===== src/rtl/lock_sequencer.sv =====
// lock_sequencer: combination-lock sequencing controller with a programmable
// 4-digit code, failed-attempt counting, timed unlock window and entry timeout.
//
// Build option: define LOCK_LOCKOUT_EN to make MAX_TRIES consecutive failures
// enter a timed LOCKOUT that returns to IDLE. Without it the same event
// latches a terminal ALARM that only reset_n clears.
//
// state        | meaning
// -------------|-----------------------------------------------------------
// ST_IDLE      | locked; collecting a 4-digit entry
// ST_UNLOCKED  | open; relocks after UNLOCK_CYCLES unless prog is seen
// ST_PROG      | collecting 4 digits for a new code
// ST_LOCKOUT   | presses ignored for LOCKOUT_CYCLES, then back to IDLE
// ST_ALARM     | terminal; only reset_n leaves
module lock_sequencer #(
  parameter logic [11:0] DEFAULT_CODE   = 12'h688,
  parameter int          UNLOCK_CYCLES  = 300,
  parameter int          ENTRY_TIMEOUT  = 500,
  parameter int          MAX_TRIES      = 3,
  parameter int          LOCKOUT_CYCLES = 1000
) (
  input  logic                               clock,
  input  logic                               reset_n,
  input  logic [7:0]                         switches,
  input  logic                               prog,
  output logic                               locked,
  output logic                               alarm,
  output logic                               lockout,
  output logic [1:0]                         digit_idx,
  output logic [$clog2(MAX_TRIES+1)-1:0]     fail_count
);

  localparam int FC_W  = $clog2(MAX_TRIES + 1);
  localparam int CMAX0 = (UNLOCK_CYCLES > ENTRY_TIMEOUT) ? UNLOCK_CYCLES : ENTRY_TIMEOUT;
  localparam int CMAX  = (CMAX0 > LOCKOUT_CYCLES) ? CMAX0 : LOCKOUT_CYCLES;
  localparam int CNT_W = (CMAX > 1) ? $clog2(CMAX) : 1;

  // The timer is loaded with N-1 and the exit happens on the edge that sees
  // zero, so the state lasts exactly N cycles.
  localparam logic [CNT_W-1:0] UNL_LOAD = CNT_W'(UNLOCK_CYCLES - 1);
  localparam logic [CNT_W-1:0] TMO_LOAD = CNT_W'(ENTRY_TIMEOUT - 1);
`ifdef LOCK_LOCKOUT_EN
  localparam logic [CNT_W-1:0] LCK_LOAD = CNT_W'(LOCKOUT_CYCLES - 1);
`endif

  typedef enum logic [2:0] {
    ST_IDLE,
    ST_UNLOCKED,
    ST_PROG,
    ST_LOCKOUT,
    ST_ALARM
  } state_t;

  state_t            state, state_nxt;
  logic [7:0]        sw_q;
  logic [7:0]        rise;
  logic              press, valid, mism;
  logic [2:0]        digit, exp_digit;
  logic [11:0]       code, code_nxt;
  logic [8:0]        shadow, shadow_nxt;
  logic [CNT_W-1:0]  tmr, tmr_nxt;
  logic              tmr_zero;
  logic [1:0]        idx_nxt;
  logic [FC_W-1:0]   fail_nxt, fail_inc;
  logic              bad, bad_nxt;

  assign rise     = switches & ~sw_q;
  assign press    = |rise;
  assign valid    = $onehot(rise);
  assign tmr_zero = (tmr == '0);
  assign fail_inc = fail_count + 1'b1;
  assign mism     = !valid || (digit != exp_digit);

  // Encode the rising switch into a digit value (meaningful only when valid).
  always_comb begin
    digit = '0;
    for (int i = 0; i < 8; i++) begin
      if (rise[i]) digit = 3'(i);
    end
  end

  // Select the stored digit the current entry position must match.
  always_comb begin
    case (digit_idx)
      2'd0:    exp_digit = code[2:0];
      2'd1:    exp_digit = code[5:3];
      2'd2:    exp_digit = code[8:6];
      default: exp_digit = code[11:9];
    endcase
  end

  // Next-state, counter and datapath decisions for the sequencer.
  always_comb begin
    state_nxt  = state;
    idx_nxt    = digit_idx;
    bad_nxt    = bad;
    fail_nxt   = fail_count;
    code_nxt   = code;
    shadow_nxt = shadow;
    tmr_nxt    = tmr_zero ? tmr : tmr - 1'b1;

    case (state)
      ST_IDLE: begin
        if (press) begin
          tmr_nxt = TMO_LOAD;
          if (digit_idx == 2'd3) begin
            idx_nxt = '0;
            bad_nxt = 1'b0;
            if (!(bad || mism)) begin
              state_nxt = ST_UNLOCKED;
              fail_nxt  = '0;
              tmr_nxt   = UNL_LOAD;
            end else begin
              fail_nxt = fail_inc;
              if (fail_inc == FC_W'(MAX_TRIES)) begin
`ifdef LOCK_LOCKOUT_EN
                state_nxt = ST_LOCKOUT;
                tmr_nxt   = LCK_LOAD;
`else
                state_nxt = ST_ALARM;
`endif
              end
            end
          end else begin
            idx_nxt = digit_idx + 1'b1;
            bad_nxt = bad | mism;
          end
        end else if (digit_idx != 2'd0 && tmr_zero) begin
          idx_nxt = '0;
          bad_nxt = 1'b0;
        end
      end

      ST_UNLOCKED: begin
        if (prog) begin
          state_nxt = ST_PROG;
          idx_nxt   = '0;
          tmr_nxt   = TMO_LOAD;
        end else if (tmr_zero) begin
          state_nxt = ST_IDLE;
          idx_nxt   = '0;
          bad_nxt   = 1'b0;
          tmr_nxt   = TMO_LOAD;
        end
      end

      ST_PROG: begin
        if (press) begin
          tmr_nxt = TMO_LOAD;
          if (!valid) begin
            state_nxt = ST_IDLE;
            idx_nxt   = '0;
          end else begin
            case (digit_idx)
              2'd0:    shadow_nxt[2:0] = digit;
              2'd1:    shadow_nxt[5:3] = digit;
              2'd2:    shadow_nxt[8:6] = digit;
              default: code_nxt        = {digit, shadow};
            endcase
            if (digit_idx == 2'd3) begin
              state_nxt = ST_IDLE;
              idx_nxt   = '0;
            end else begin
              idx_nxt = digit_idx + 1'b1;
            end
          end
        end else if (digit_idx != 2'd0 && tmr_zero) begin
          state_nxt = ST_IDLE;
          idx_nxt   = '0;
          tmr_nxt   = TMO_LOAD;
        end
      end

`ifdef LOCK_LOCKOUT_EN
      ST_LOCKOUT: begin
        if (tmr_zero) begin
          state_nxt = ST_IDLE;
          idx_nxt   = '0;
          bad_nxt   = 1'b0;
          fail_nxt  = '0;
          tmr_nxt   = TMO_LOAD;
        end
      end
`endif

      ST_ALARM: begin
        state_nxt = ST_ALARM;
      end

      default: begin
        state_nxt = ST_IDLE;
        idx_nxt   = '0;
        bad_nxt   = 1'b0;
        tmr_nxt   = TMO_LOAD;
      end
    endcase
  end

  // State, datapath and registered locked decode.
  always_ff @(posedge clock) begin
    if (!reset_n) begin
      state      <= ST_IDLE;
      sw_q       <= '0;
      code       <= DEFAULT_CODE;
      shadow     <= '0;
      tmr        <= TMO_LOAD;
      digit_idx  <= '0;
      fail_count <= '0;
      bad        <= 1'b0;
      locked     <= 1'b1;
    end else begin
      state      <= state_nxt;
      sw_q       <= switches;
      code       <= code_nxt;
      shadow     <= shadow_nxt;
      tmr        <= tmr_nxt;
      digit_idx  <= idx_nxt;
      fail_count <= fail_nxt;
      bad        <= bad_nxt;
      locked     <= (state_nxt != ST_UNLOCKED);
    end
  end

`ifdef LOCK_LOCKOUT_EN
  // Lockout flag is a registered decode of the state; alarm cannot occur.
  always_ff @(posedge clock) begin
    if (!reset_n) lockout <= 1'b0;
    else          lockout <= (state_nxt == ST_LOCKOUT);
  end
  assign alarm = 1'b0;
`else
  // Alarm flag is a registered decode of the terminal state; no lockout.
  always_ff @(posedge clock) begin
    if (!reset_n) alarm <= 1'b0;
    else          alarm <= (state_nxt == ST_ALARM);
  end
  assign lockout = 1'b0;
`endif

endmodule


===== config.mk =====
export PLATFORM = sky130hd
export DESIGN_NAME = lock_sequencer
export DESIGN_NICKNAME = d
export VERILOG_FILES = /design/src/rtl/lock_sequencer.sv
export SDC_FILE = /design/constraint.sdc
export NUM_CORES = 1
export LEC_CHECK = 0
export ABC_AREA = 1
export CORE_MARGIN = 5
export CORE_UTILIZATION = 36
export CTS_CLUSTER_DIAMETER = 50
export DETAILED_ROUTE_END_ITERATION = 12
export DONT_BUFFER_PORTS = 1
export PLACE_DENSITY = 0.53
export SLEW_MARGIN = 10
export SYNTH_ARGS = -nofsm -noshare
export SYNTH_HDL_FRONTEND = slang
export SYNTH_SLANG_ARGS = --single-unit

===== constraint.sdc =====
create_clock -name clock -period 6 [get_ports clock]
set_input_delay 0.9 -clock clock [delete_from_list [all_inputs] [get_ports clock]]
set_output_delay 0.9 -clock clock [all_outputs]
set_load 0.02 [all_outputs]

==> results.md <==
- Detail Placement HPWL: 4670 µm
- Area of the core: 7650 µm²
- Worst-Skew Late Latency: 320 ps
- # IOs: 18
- Worst-case reg-to-reg path depth: 20
- Routability Congestion: 0.788
- # DRC: 0
- Count of final setup violators: 0
- Synthesis-to-finish area growth: 6.86%
- Remaining antenna violation count: 0
- Fraction of registers with async set/reset: 0%
- Distinct cells, synth: 40
- Hold Crit Class: reg -> reg
- Port Buf Inserts: 0
- EDFF count, synth: 0
- Via density: 4.73
- CTS tree: done
- Post-synthesis cell count: 387
- Max Freq: 0.240 GHz
- Flop2flop setup slack: 2070 ps
- Pre-antenna DRT Iters: 4
- Antenna violations before repair: 0
- Most frequent cell after synthesis: nand2_1
- Syn avg cell area: 7.21 µm²
- Die Ht: about 98 µm
- Ranking of synthesized cells by area: dfxtp_1, nand2_1, inv_1
- Outcome: completed
- Critical Path AT: about 4400 ps
- Post-cts resize count: 0
- CP Capture Point: code[2]
- Pwr dens: about 220 nW/µm²
- Drt total wl: 6080 µm
- Worst reg2reg path endpoint: code[2]
- Worst-path clk slew: 110 ps
- FF-to-FF Start: sw_q[3]
- Mapped cell area: 2790 µm²
- GRT Overall Usage: 13.3%
- RSZ-0062 raised after global routing: false
- Htree depth: 2
- Fin. Hold Viols: 0
- Fin crit share: a little over two thirds
- Setup TNS: 0 ps
- Static Leak: 1.44 nW
- Layout cells sized above 1: 11.3%
- Number of fillers in the final layout: 836
- Initial drt markers: 107
- Longest Clk Path Bufs: 2
- First-pass GRT wire length: approximately 11,000 µm
- Critical Path RT: around 6200 ps
- Critical path launch point: switches[3]
- Synth Register Bits: about 50
- Number of inserted diodes: 0
- Post-CTS Setup Bufs: 0
- Utilization after layout: 39.0%
- DIE AREA: 9610 µm²
- Fin nets: 415
- Max-cap violation count: 0
- Pins Over Slew Limit: 0
- CP startpoint kind: primary input
- Pin count of the biggest net entering global routing: 34
- Power Total: 654 µW
- Width of the chip: 98.1 µm
- CTS Root Cell: clkbuf_8
- Fin Hold WS: 461 ps
- Cell accounting for the most synthesized area: dfxtp_1
- Commonest cells post-synth: nand2_1, inv_1, dfxtp_1, nor2_1
- CP Capture Type: flop
- Wirelength per Cell: between 10 and 15 µm
- VDD IR max: about 0.11 mV
- CTS buffer count: 5
- Post-Syn Nets: slightly above 400
- Hold-fix buffers at CTS: 0
- Vias: 2,329
- Seq/Total Area, Yosys: 35.1%
- Vias in the first global route: 2,235
- GRT Residual Overflow: 0
- CP Class: in -> reg
- Top cell type's share of synthesized area: a little over a third
- Clk_skew: 9.69 ps
- Minimum clock period: 4160 ps
- CTS Sinks: 49
- Initial Utilization: 36.5%
- # rows: 32
- CP Max Fanout: 15
- Most common flop cell mapped by yosys: dfxtp_1
- Yosys warning total: 0
sequential cells by signal, indices dropped and copies added (netlist names):
signal and cells:
state 3, sw_q 8, alarm 1, locked 1
digit_idx 2, code 12, bad 1, fail_count 2
tmr 10, shadow 9
critical path: stages:
cell	delay [ps]
nand2_1	90
inv_1	60
fa_1	480
inv_1	50
fa_1	500
fa_1	410
inv_1	70
ha_1	170
inv_1	60
fa_1	470
nand2_1	50
a21oi_1	110
nand2_1	110
nor2_4	180
inv_2	80
nor2_4	260
inv_2	160
nor2_1	120
nor2_1	50
cell usage in the layout, fill, tap and decap left out, types with 4 or more instances in the layout:
cell      count
dfxtp_1      49
nand2_2       9
clkbuf_8      5
nand4_1       4
inv_1        62
nand3_1      24
nand2_1      85
nor2_4        5
nor2_2        6
o21ai_0      21
fa_1          4
ha_1         11
nor2_1       35
o211ai_1      5
xor2_1        6
a21oi_1      24
kinds of logic after synthesis:
kind of cell,count (synthesis),synth area share (%)
buf+inv,71,10.3
compound gates,60,11.9
simple gates,183,32.2
fa+ha+maj,15,7.80
other cells,1,0.134
flops,49,35.1
xor+xnor,8,2.51
per-layer routing:
layer	global-route usage (%)	wire [µm]	vias to the layer above
li1	-	-	1224
met1	17.1	2920	1068
met2	22.8	2840	32
met3	2.57	239	5
met4	3.51	72	0
met5	0	0	-
report_power, final:
group | switching [mW] | internal, mW | total [mW]
Clock | 0.130 | 0.0883 | 0.218
Combinational | 0.0624 | 0.0344 | 0.0968
Sequential | 0.00753 | 0.331 | 0.339
Total | 0.200 | 0.454 | 0.654
layout make-up:
cell class | instances | area (µm²) | area share (%)
clock inverter | 3 | 28.8 | 0.965
clock buffer | 5 | 68.8 | 2.31
inverter | 66 | 253 | 8.47
sequential | 49 | 981 | 32.9
multi-input combinational | 267 | 1520 | 51.1
tap | 102 | 128 | 4.28
through the flow:
stage / setup slack (ps) / std cells / instance area (µm²)
2_1_floorplan: 1860 / 387 / 2790
3_3_place_gp: 1560 / 484 / 2890
3_5_place_dp: 1460 / 484 / 2890
4_1_cts: 1790 / 492 / 2980
5_1_grt: 1500 / 492 / 2980
6_report: 1840 / 492 / 2980
worst min-delay path by stage:
stage	from	to	depth (start not counted)
global route	shadow[3]	shadow[3]	2
global placement	shadow[3]	shadow[3]	2
detailed placement	shadow[3]	shadow[3]	2
finish	shadow[3]	shadow[3]	2
floorplan	code[9]	code[9]	2
CTS	shadow[3]	shadow[3]	2
Note: power is estimated with default switching activity, not from simulation.
